==> src/rtl/mem_sched_pkg.sv <==
// Shared constants for the memory scheduler: bus widths, burst length,
// tag field layout, requester ids and the FSM state encoding.
package mem_sched_pkg;

  localparam int MEM_ADDR_BITS   = 32;
  localparam int MEM_TAG_BITS    = 5;
  localparam int MEM_DATA_BITS   = 64;
  localparam int MEM_MASK_BITS   = MEM_DATA_BITS / 8;
  localparam int MEM_DATA_CYCLES = 4;

  localparam int BEAT_BITS = (MEM_DATA_CYCLES > 1) ? $clog2(MEM_DATA_CYCLES) : 1;
  localparam logic [BEAT_BITS-1:0] BEAT_LAST = BEAT_BITS'(MEM_DATA_CYCLES - 1);

  // Tag layout: bit0 = requester id, bits[3:1] = issue sequence, rest zero.
  localparam int TAG_ID_BIT   = 0;
  localparam int TAG_SEQ_LSB  = 1;
  localparam int TAG_SEQ_BITS = 3;

  localparam logic REQ_ID_IC = 1'b0;
  localparam logic REQ_ID_DC = 1'b1;

  typedef enum logic [1:0] {
    ST_IDLE  = 2'd0,
    ST_ISSUE = 2'd1,
    ST_WDATA = 2'd2
  } state_t;

  function automatic logic [MEM_TAG_BITS-1:0] make_tag(input logic id,
                                                       input logic [TAG_SEQ_BITS-1:0] seq);
    logic [MEM_TAG_BITS-1:0] t;
    t = '0;
    t[TAG_ID_BIT] = id;
    t[TAG_SEQ_LSB +: TAG_SEQ_BITS] = seq;
    return t;
  endfunction

endpackage

==> src/rtl/mem_sched_rr_arb2.sv <==
// Two-way requester picker (index 0 = icache, 1 = dcache).
// MEM_SCHED_RR_EN defined: round-robin with a last-grant register, icache
// first after reset. Undefined: fixed priority, dcache wins; no state kept.
module rr_arb2 (
`ifdef MEM_SCHED_RR_EN
  input  logic       clk,
  input  logic       reset,
`endif
  input  logic [1:0] req,
  output logic [1:0] gnt
);

`ifdef MEM_SCHED_RR_EN
  logic last_dc;

  // On a tie, grant whichever side did not win last time.
  always_comb begin
    gnt = req;
    if (req == 2'b11) gnt = last_dc ? 2'b01 : 2'b10;
  end

  // Remember the last winner; reset value makes icache win the first tie.
  always_ff @(posedge clk) begin
    if (reset)    last_dc <= 1'b1;
    else if (|gnt) last_dc <= gnt[1];
  end
`else
  // Fixed priority: dcache always beats icache.
  always_comb begin
    gnt = req[1] ? 2'b10 : {1'b0, req[0]};
  end
`endif

endmodule

==> src/rtl/mem_sched.sv <==
// Memory scheduler: arbitrates icache refills and dcache refill/write-back
// commands onto one main-memory port, forwards write beats and routes
// response beats by tag. Build option: MEM_SCHED_RR_EN selects round-robin
// arbitration instead of fixed dcache priority.
//
// state    | meaning
// ST_IDLE  | pick an eligible requester, capture its command
// ST_ISSUE | present captured command until mem_req_ready
// ST_WDATA | forward MEM_DATA_CYCLES dcache write beats
module mem_sched
  import mem_sched_pkg::*;
#(
  parameter int MAX_OUT = 2
) (
  input  logic                     clk,
  input  logic                     reset,
  input  logic                     ic_req_valid,
  output logic                     ic_req_ready,
  input  logic [MEM_ADDR_BITS-1:0] ic_req_addr,
  output logic                     ic_resp_valid,
  input  logic                     dc_req_valid,
  output logic                     dc_req_ready,
  input  logic                     dc_req_rw,
  input  logic [MEM_ADDR_BITS-1:0] dc_req_addr,
  input  logic                     dc_req_data_valid,
  output logic                     dc_req_data_ready,
  input  logic [MEM_DATA_BITS-1:0] dc_req_data_bits,
  input  logic [MEM_MASK_BITS-1:0] dc_req_data_mask,
  output logic                     dc_resp_valid,
  output logic                     mem_req_valid,
  input  logic                     mem_req_ready,
  output logic                     mem_req_rw,
  output logic [MEM_ADDR_BITS-1:0] mem_req_addr,
  output logic [MEM_TAG_BITS-1:0]  mem_req_tag,
  output logic                     mem_req_data_valid,
  input  logic                     mem_req_data_ready,
  output logic [MEM_DATA_BITS-1:0] mem_req_data_bits,
  output logic [MEM_MASK_BITS-1:0] mem_req_data_mask,
  input  logic                     mem_resp_valid,
  input  logic [MEM_TAG_BITS-1:0]  mem_resp_tag
);

  state_t                  state;
  logic [TAG_SEQ_BITS-1:0] seq_q;
  logic [BEAT_BITS-1:0]    wbeat;
  logic [2:0]              ic_out, dc_out;
  logic [BEAT_BITS-1:0]    ic_beat, dc_beat;
  logic                    in_idle, in_wdata;
  logic                    ic_elig, dc_elig;
  logic [1:0]              gnt;
  logic                    ic_inc, dc_inc, ic_dec, dc_dec;
  logic                    wbeat_hs;
  logic                    unused_resp_tag_hi;

  // Eligibility, handshakes, write pass-through and response routing.
  always_comb begin
    in_idle  = (state == ST_IDLE);
    in_wdata = (state == ST_WDATA);
    ic_elig  = in_idle & ic_req_valid & (ic_out < 3'(MAX_OUT));
    dc_elig  = in_idle & dc_req_valid & (dc_req_rw | (dc_out < 3'(MAX_OUT)));

    mem_req_data_valid = in_wdata & dc_req_data_valid;
    dc_req_data_ready  = in_wdata & mem_req_data_ready;
    mem_req_data_bits  = in_wdata ? dc_req_data_bits : '0;
    mem_req_data_mask  = in_wdata ? dc_req_data_mask : '0;
    wbeat_hs           = mem_req_data_valid & mem_req_data_ready;

    ic_resp_valid = mem_resp_valid & ~mem_resp_tag[TAG_ID_BIT];
    dc_resp_valid = mem_resp_valid &  mem_resp_tag[TAG_ID_BIT];

    ic_inc = gnt[0];
    dc_inc = gnt[1] & ~dc_req_rw;
    ic_dec = ic_resp_valid & (ic_beat == BEAT_LAST);
    dc_dec = dc_resp_valid & (dc_beat == BEAT_LAST);
  end

  assign ic_req_ready       = gnt[0];
  assign dc_req_ready       = gnt[1];
  assign unused_resp_tag_hi = ^mem_resp_tag[MEM_TAG_BITS-1:1];

  rr_arb2 u_arb (
`ifdef MEM_SCHED_RR_EN
    .clk   (clk),
    .reset (reset),
`endif
    .req   ({dc_elig, ic_elig}),
    .gnt   (gnt)
  );

  // Command FSM with registered memory-command outputs.
  always_ff @(posedge clk) begin
    if (reset) begin
      state         <= ST_IDLE;
      mem_req_valid <= 1'b0;
      mem_req_rw    <= 1'b0;
      mem_req_addr  <= '0;
      mem_req_tag   <= '0;
      seq_q         <= '0;
      wbeat         <= '0;
    end else begin
      case (state)
        ST_IDLE: begin
          if (|gnt) begin
            mem_req_valid <= 1'b1;
            seq_q         <= seq_q + 1'b1;
            state         <= ST_ISSUE;
            if (gnt[1]) begin
              mem_req_rw   <= dc_req_rw;
              mem_req_addr <= dc_req_addr;
              mem_req_tag  <= make_tag(REQ_ID_DC, seq_q);
            end else begin
              mem_req_rw   <= 1'b0;
              mem_req_addr <= ic_req_addr;
              mem_req_tag  <= make_tag(REQ_ID_IC, seq_q);
            end
          end
        end
        ST_ISSUE: begin
          if (mem_req_ready) begin
            mem_req_valid <= 1'b0;
            state         <= mem_req_rw ? ST_WDATA : ST_IDLE;
          end
        end
        ST_WDATA: begin
          if (wbeat_hs) begin
            if (wbeat == BEAT_LAST) begin
              wbeat <= '0;
              state <= ST_IDLE;
            end else begin
              wbeat <= wbeat + 1'b1;
            end
          end
        end
        default: state <= ST_IDLE;
      endcase
    end
  end

  // Outstanding-read and response-beat bookkeeping, independent of FSM state.
  always_ff @(posedge clk) begin
    if (reset) begin
      ic_out  <= '0;
      dc_out  <= '0;
      ic_beat <= '0;
      dc_beat <= '0;
    end else begin
      if (ic_inc & ~ic_dec)                    ic_out <= ic_out + 3'd1;
      else if (~ic_inc & ic_dec & (ic_out != 0)) ic_out <= ic_out - 3'd1;
      if (dc_inc & ~dc_dec)                    dc_out <= dc_out + 3'd1;
      else if (~dc_inc & dc_dec & (dc_out != 0)) dc_out <= dc_out - 3'd1;
      if (ic_resp_valid) ic_beat <= ic_dec ? '0 : ic_beat + 1'b1;
      if (dc_resp_valid) dc_beat <= dc_dec ? '0 : dc_beat + 1'b1;
    end
  end

endmodule
==> config.mk <==
export PLATFORM = sky130hd
export DESIGN_NAME = mem_sched
export DESIGN_NICKNAME = d
export VERILOG_FILES = /design/src/rtl/mem_sched_pkg.sv /design/src/rtl/mem_sched_rr_arb2.sv /design/src/rtl/mem_sched.sv
export SDC_FILE = /design/constraint.sdc
export NUM_CORES = 1
export LEC_CHECK = 0
export ABC_AREA = 1
export CORE_AREA = 2 2 103 105
export DETAILED_ROUTE_END_ITERATION = 8
export DIE_AREA = 0 0 105 107
export DONT_BUFFER_PORTS = 1
export GPL_TIMING_DRIVEN = 0
export PLACE_DENSITY = 0.43
export SETUP_SLACK_MARGIN = 0.02
export SLEW_MARGIN = 20
export SYNTH_ARGS = -nofsm -noshare
export SYNTH_HDL_FRONTEND = slang
export SYNTH_SLANG_ARGS = --single-unit
export TNS_END_PERCENT = 5
==> constraint.sdc <==
create_clock -name clk -period 3.5 [get_ports clk]
set_input_delay 0.525 -clock clk [delete_from_list [all_inputs] [get_ports clk]]
set_output_delay 0.525 -clock clk [all_outputs]
set_load 0.03 [all_outputs]
# Word-level counts from Yosys, hierarchy flattened
# Index checks and enable logic that the tools add are counted.
# classes
add_sub_neg	8
mul	0
div_mod_pow	0
n_lt_le_gt_ge	2
n_eq_ne	9
shifts	0
muxes	22
bitwise_logic	25
n_reduce_logical	11
# ops
op	n
64-bit two-way mux	1
32-bit two-way mux	1
1-bit AND	18
2-bit two-way mux	9
3-bit two-way mux	4
3-bit by 1-bit adder with 3-bit output, second input constant	3
2-bit equality test, second input constant	4
8-bit two-way mux	1
2-bit by 1-bit adder with 2-bit output, second input constant	3
3-bit by 2-bit < comparator with 1-bit output, second input constant	2
2-bit by 1-bit != test with 1-bit output, second input constant	3
1-bit NOT	6
2-bit one-hot mux with 3 select lines	1
2-bit nonzero test	3
3-bit nonzero test	2
3-bit by 1-bit subtractor with 3-bit output, second input constant	2
1-bit two-way mux	4
2-bit AND reduction	2
4-bit AND reduction	1
3-bit AND reduction	1
2-bit by 1-bit equality test with 1-bit output, second input constant	1
2-bit zero test	1
2-bit != test, second input constant	1
1-bit one-hot mux with 2 select lines	1
2 further kinds	2
# totals
reg_bits	55
latch_bits	0
mem_bits_rw	0
rom_bits	0
input_bits	150
out_inout_bits	117
wordCells	88
mem_count	0

# Logic depth before layout (Yosys ltp)
# Gate-level depths: netlist (run 1).
# logic_depth
word_depth	10
depth_mapped	10
ltp_nobuf	10

# Cells and area by module
# From an unflattened synthesis (run 1), not the netlist that was laid out.
# hier_totals
cells_unflattened	490
hier_area_um2	3081.7
# by_module_without_submodules
mod	instances	cells_per_inst	area_each_um2	seq_area_each_um2
mem_sched	1	487	3064.2	1101.1
rr_arb2	1	3	17.5	0.0

# Worst setup path after synthesis (run 1)
# OpenSTA, ideal clock, no wires.
# synth_path
kind	in2reg
startpoint	input mem_resp_valid
endpoint	register ic_out[1]
setup_time_ns	0.116
arrival_time_ns	1.936
t_required_ns	3.384
setup_slack_ns	1.448
path_stages	7
path_buffers	0
cell_sequence	inv_1 nor2_1 nand2_1 nand3_1 fa_1 nor2_1 nor2_1
# synth_between
elab_chain_len	5
elab_cells_between_ends	8
cone_classes	mux (1); bitwise (6); reduce/logical (1)
# synth_lines
item	line	rtl
from (decl)	mem_sched.sv:39	input logic mem_resp_valid,
1-bit AND *	mem_sched.sv:68	ic_resp_valid = mem_resp_valid & ~mem_resp_tag[TAG_ID_BIT];
named net ic_resp_valid	mem_sched.sv:20	output logic ic_resp_valid,
1-bit AND *	mem_sched.sv:73	ic_dec = ic_resp_valid & (ic_beat == BEAT_LAST);
1-bit AND or 1-bit NOT (tied branches)	mem_sched.sv:148, mem_sched.sv:147	
1-bit AND, on equally long branches	mem_sched.sv:148, mem_sched.sv:147	
2-bit nonzero test (no source line) or 3-bit two-way mux (tied branches)	-	
to (signal assigned)	mem_sched.sv:147	if (ic_inc & ~ic_dec) ic_out <= ic_out + 3'd1;
to (signal assigned)	mem_sched.sv:148	else if (~ic_inc & ic_dec & (ic_out != 0)) ic_out <= ic_out - 3'd1;
to (decl)	mem_sched.sv:46	logic [2:0] ic_out, dc_out;
# The timed path passes the listed nets; every way through them passes the cells marked *.
# A chain may end at the register's enable or synchronous reset.

# Worst setup path in the final report (run 1)
# layout_path
startpoint	register state[1]
endpoint	output mem_req_data_bits[13]
# layout_between
elab_chain_len	2
# layout_lines
item	line	rtl
from (decl)	mem_sched.sv:43	state_t state;
from (signal assigned)	mem_sched.sv:121	state <= mem_req_rw ? ST_WDATA : ST_IDLE;
2-bit equality test	mem_sched.sv:58	in_wdata = (state == ST_WDATA);
64-bit two-way mux	mem_sched.sv:64	mem_req_data_bits = in_wdata ? dc_req_data_bits : '0;
to (decl)	mem_sched.sv:37	output logic [MEM_DATA_BITS-1:0] mem_req_data_bits,
# No other way between the ends.

==> impl_metrics.toml, run 1 <==
[status]
status = "completed"

[clocking]
path_clk_slew_ns = 0.11
clock_sinks = 55
cts_made_buffers = 5
cts_buffer_depth = 2
cts_tree = "built"
htreeDepth = 2
cts-root-buf = "clkbuf_8"
cts_hold_buf = 0
clkLatencyLatePin_ns = 0.32
postCtsSetupRepairBufs = 0
cts.repair.resized = 0

[logic_synthesis]
syn_area_um2 = 3078
syn-num-nets = 648
synth_xor_area_share_pct = 0
synthSimpleGateAreaFrac_pct = 28.13
synthAdderAreaFrac_pct = 2.927
muxShareOfSynthArea_pct = 0
synth_common_cells = "nor2_1, inv_1, nand2_1"
ys_types = 28
synth_compound_area_share_pct = 16.30
synth-edff-count = 0
ys_top_cells_by_area = "dfxtp_1, nor2_1, inv_1, nand2_1, a31oi_1"
postSynthCellCount = 492
avgSynthCellArea_um2 = 6.256
synth.largest_area_cell = "dfxtp_1"
synth_top_family_by_area = "simple AND/OR/NAND/NOR gates"
synth_top_flop_cell = "dfxtp_1"
synth-seq-cells = 55
ys.warnings.count = 0
ys_seq_area_share_pct = 35.77
synth.most_common_cell = "nor2_1"
async_flop_share_pct = 0
synth_top_cell_area_share_pct = 35.77

[finish]
syn_to_final_growth_pct = 9.146
drive_above_1_share_pct = 6.400
final_nets = 655
antenna_cells = 0

[critical_path]
cp.arrival_ns = 1.89
worst_setup_path_end_kind = "output pin"
crit_chain = "nand2_1 -> clkbuf_1 -> buf_2 -> nor2_1"
start_kind = "flop"
worstPathRequired_ns = 2.97
cpMaxStageDelayCell = "nor2_1"
critPathLaunch = "state[1]"
timing.rr.start = "state[0]"
crit_fanout = 10
critical_path.top_delay_family = "simple AND/OR/NAND/NOR gates"
ff2ff_setup_slack_ns = 1.66
path_class = "flop to output pin"
crit_path_max_incr_delay_ns = 0.54
worst-path-buf-inv = 2

[timing]
fmax_mhz = 413.4
finalWorstSetupSlack_ns = 1.081
fin_crit_sh_pct = 69.11
hold_viol_final = 0
slew_viol_final = 0
period_needed_ns = 2.419
relSlewSlack_pct = 49.97
tns_ns = 0
rsz0062_at_grt = "false"
skew_ns = 0.007716
worstMarginPinSlew_ns = 0.7477
hold_slack_ns = 0.2524
setup_viol = 0

[pwr]
power_density_nw_per_um2 = 967.2
power.leakage_nw = 1.723
irDropWorstVdd_mv = 0.5028

[global_route]
antenna_found_initial = 0
track_usage_pct = 16.27
overflow = 0
grt_pass1_vias = 2765
grt_pass1_wl_um = 14350
grt_max_degree = 18

[detailed_routing]
ant_nets = 0
routed_via_density = 4.764
drt_pass1_iterations = 5
drc = 0
wl_per_cell_um = 15.40
finalWirelength_um = 9795
num_vias = 3030
drt-initial-drc-count = 118

[run]
max_cap_violations = 0

[floorplanning]
rows = 37
dieArea_um2 = 11240
core_um2 = 10090
die_w_um = 105
die_h_um = 107
io_pins = 267
initial_utilization_pct = 30.50

[place]
hpwl_um = 7961
pre_cts_slack_ns = 1.256
numPortBuffers = 0
gp_congestion = 0.7441

[min_path]
hold_start = "reset"
hold_class = "primary input to flop"
flip-flops by register name, indices dropped and copies added (netlist names):
name / count
dc_out: 3
wbeat: 2
seq_q: 3
state: 2
ic_beat: 2
mem_req_tag: 4
dc_beat: 2
mem_req_valid: 1
mem_req_addr: 32
ic_out: 3
mem_req_rw: 1
through the flow:
stage | cell area [um2] | utilization [%] | power, mW | instances
floorplan | 3078 | - | 2.531 | 492
global placement | 3248 | 32.18 | 2.832 | 628
detailed placement | 3248 | 32.18 | 2.841 | 628
CTS | 3359 | 33.29 | 3.296 | 636
global route | 3359 | 33.29 | 3.481 | 636
finish | 3359 | 33.29 | 3.249 | 636
placed cells by master (no fill, tap or decap), types with 2 or more instances in the layout:
cell,count
ha_1,4
o21ai_0,26
clkbuf_1,10
nand3_1,7
nand4_1,4
dfxtp_1,55
fa_1,2
a21oi_1,11
buf_4,2
nand2_1,90
nor2_1,106
nor3_1,2
o21ai_1,20
buf_2,13
inv_1,93
clkbuf_8,5
a31oi_1,33
buf_6,4
report_power, final:
part	switching, mW	internal, mW
sequential	0.525	0.851
combinational	1.05	0.374
clock	0.228	0.217
worst register-to-register path: stages, from the launching register on:
cell and delay, ns:
dfxtp_1 0.36, nor2_2 0.20, nand2_1 0.07, nor2_1 0.17
nand3_1 0.15, fa_1 0.42, inv_1 0.08, nand3_1 0.10
a21oi_1 0.14, nor2_1 0.06
cells by family after synthesis:
group                      count (synthesis)
AOI/OAI and AO/OA                         91
adders and majority gates                  6
buffers and inverters                    123
DFF                                       55
other                                      1
and+or+nand+nor                          216
routing by layer:
metal / up-vias / track usage (%) / part of all wire (%)
li1: 1520 / - / -
met1: 1349 / 18.94 / 42
met2: 156 / 28.53 / 48
met3: 5 / 5.957 / 9.3
met4: 0 / 3.714 / 0.78
met5: - / 0 / 0
area by class of cell:
| type | instances | area, um2 |
|---|---|---|
| Buffer | 28 | 158.9 |
| Fill cell | 1140 | 6733 |
| Tap cell | 136 | 170.2 |
| Sequential cell | 55 | 1101 |
| Inverter | 95 | 356.6 |
| Clock buffer | 6 | 72.57 |
| Clock inverter | 2 | 38.79 |
| Multi-Input combinational cell | 314 | 1461 |
worst paths after layout:
check,to,depth (start not counted)
worst min-delay path,mem_req_tag[1],1
worst min register to register,wbeat[1],2
worst max register to register,ic_out[2],9
worst max-delay path,mem_req_data_bits[13],4
Note: power is estimated with default switching activity, not from simulation.
==> run 2: changes to the inputs <==
==> constraint.sdc (replaced) <==
create_clock -name clk -period 2.4 [get_ports clk]
set_input_delay 0.36 -clock clk [delete_from_list [all_inputs] [get_ports clk]]
set_output_delay 0.36 -clock clk [all_outputs]
set_load 0.03 [all_outputs]
==> run 2 against run 1 <==
Effect of this change: power rose by 46%; non-clock buffer count stayed put; critical path type unchanged; clock power is 46% higher; clock skew about the same; combinational power is 45% higher; global-route usage unchanged; register-to-register slack lost 1.1 ns; setup slack lost 0.94 ns; count of clock-buffer cells in the layout is the same; largest power group unchanged.
==> impl_metrics.toml, run 2 (synthesis gave the netlist of run 1 again) <==
[floorplanning]
rows = 37
core_um2 = 10090
initial_utilization_pct = 30.50
die_w_um = 105
dieArea_um2 = 11240
die_h_um = 107
io_pins = 267

[critical_path]
worstPathRequired_ns = 2.04
path_class = "flop to output pin"
worstRegToRegCells = 9
cp.arrival_ns = 1.89
worst_setup_path_end_kind = "output pin"
crit_fanout = 10
crit_path_max_incr_delay_ns = 0.54
cpMaxStageDelayCell = "nor2_1"
start_kind = "flop"
crit_chain = "nand2_1 -> clkbuf_1 -> buf_2 -> nor2_1"

[finish]
syn_to_final_growth_pct = 9.227
antenna_cells = 0
regMostFlops = "mem_req_addr"
final_common_cell = "nor2_1"
final_nets = 655
drive_above_1_share_pct = 6.600
largest_register_ffs = 32
reg_top3 = "mem_req_addr (32), mem_req_tag (4)"
final_cell_mix = "nor2_1, inv_1, nand2_1"

[clocking]
clock_sinks = 55
clkLatencyLatePin_ns = 0.32
cts-root-buf = "clkbuf_8"
htreeDepth = 2
cts_hold_buf = 0
path_clk_slew_ns = 0.11
cts_buffer_depth = 2
cts_made_buffers = 5
cts_tree = "built"

[timing]
skew_ns = 0.007745
finalWorstSetupSlack_ns = 0.1461
fmax_mhz = 443.7
rsz0062_at_grt = "false"
relSlewSlack_pct = 49.97
tns_ns = 0
worstMarginPinSlew_ns = 0.7477
fin_crit_sh_pct = 93.91
hold_slack_ns = 0.08731
period_needed_ns = 2.254
setup_viol = 0
hold_viol_final = 0
slew_viol_final = 0

[status]
status = "completed"

[detailed_routing]
met1_length_um = 4109
wl_per_cell_um = 15.40
highest_layer = "met4"
met3_wirelength_um = 899
ant_nets = 0
routed_via_density = 4.753
drt-initial-drc-count = 119
wl_met2_um = 4711
drt_pass1_iterations = 4
finalWirelength_um = 9796
num_vias = 3023
drc = 0

[global_route]
antenna_found_initial = 0
grt_pass1_vias = 2765
grt_max_degree = 18
overflow = 0
track_usage_pct = 16.27
grt_pass1_wl_um = 14350

[place]
gp_congestion = 0.7441
hpwl_um = 7961
pre_cts_slack_ns = 0.3206
numPortBuffers = 0

[pwr]
power.leakage_nw = 1.723
irDropWorstVdd_mv = 0.7332
power_density_nw_per_um2 = 1410

[min_path]
hold_class = "primary input to flop"
whs_path_depth = 1

[run]
max_cap_violations = 0
[run 2: cell count changes in the layout (fill, tap and decap cells not counted)]
cell    previous run  this run
nor2_1           106       105
nor2_2             1         2
[run 2: cell type report]
cell class                 instances  area, um2
clock inverter                     2      38.79
sequential                        55       1101
inverter                          95      356.6
buffer                            28      158.9
multi-input combinational        314       1464
clock buffer                       6      72.57
tap                              136      170.2
fill                            1141       6730
[run 2: what timing repair did]
| action | CTS | global route |
|---|---|---|
| setup buffers | 0 | 0 |
| endpoints found under the setup margin | 0 | 1 |
| endpoints found under the hold margin | 0 | 0 |
| resized for setup | 0 | 1 |
[run 2: path summary, 6_finish.rpt]
kind | to | slack [ns] | startpoint
worst min-delay path | mem_req_tag[1] | 0.09 | reset
worst min register to register | wbeat[1] | 0.47 | wbeat[1]
worst max-delay path | mem_req_data_bits[13] | 0.15 | state[1]
worst max register to register | ic_out[2] | 0.56 | state[0]
[run 2: through the flow]
stage,area [um2],power (mW),cells,utilization (%)
6_report,3362,4.739,636,33.31
5_1_grt,3362,5.077,636,33.31
4_1_cts,3359,4.807,636,33.29
3_5_place_dp,3248,4.143,628,32.18
3_3_place_gp,3248,4.130,628,32.18
2_1_floorplan,3078,3.691,492,-
[run 2: metal layers]
| metal | track usage [%] | vias up |
|---|---|---|
| met5 | 0 | - |
| met4 | 3.714 | 0 |
| met3 | 5.957 | 5 |
| met2 | 28.53 | 153 |
| met1 | 18.94 | 1345 |
| li1 | - | 1520 |
[run 2: where the power goes]
part / switching (mW) / internal (mW) / total [mW]
sequential: 0.765 / 1.24 / 2.01
clock: 0.333 / 0.316 / 0.649
combinational: 1.54 / 0.545 / 2.08
[run 2: critical path: cells and delay by family (launching register included)]
kind                   cells  cell delay, ns
AND/OR/NAND/NOR            2            0.67
buffers and inverters      2            0.47
flip-flops                 1            0.45
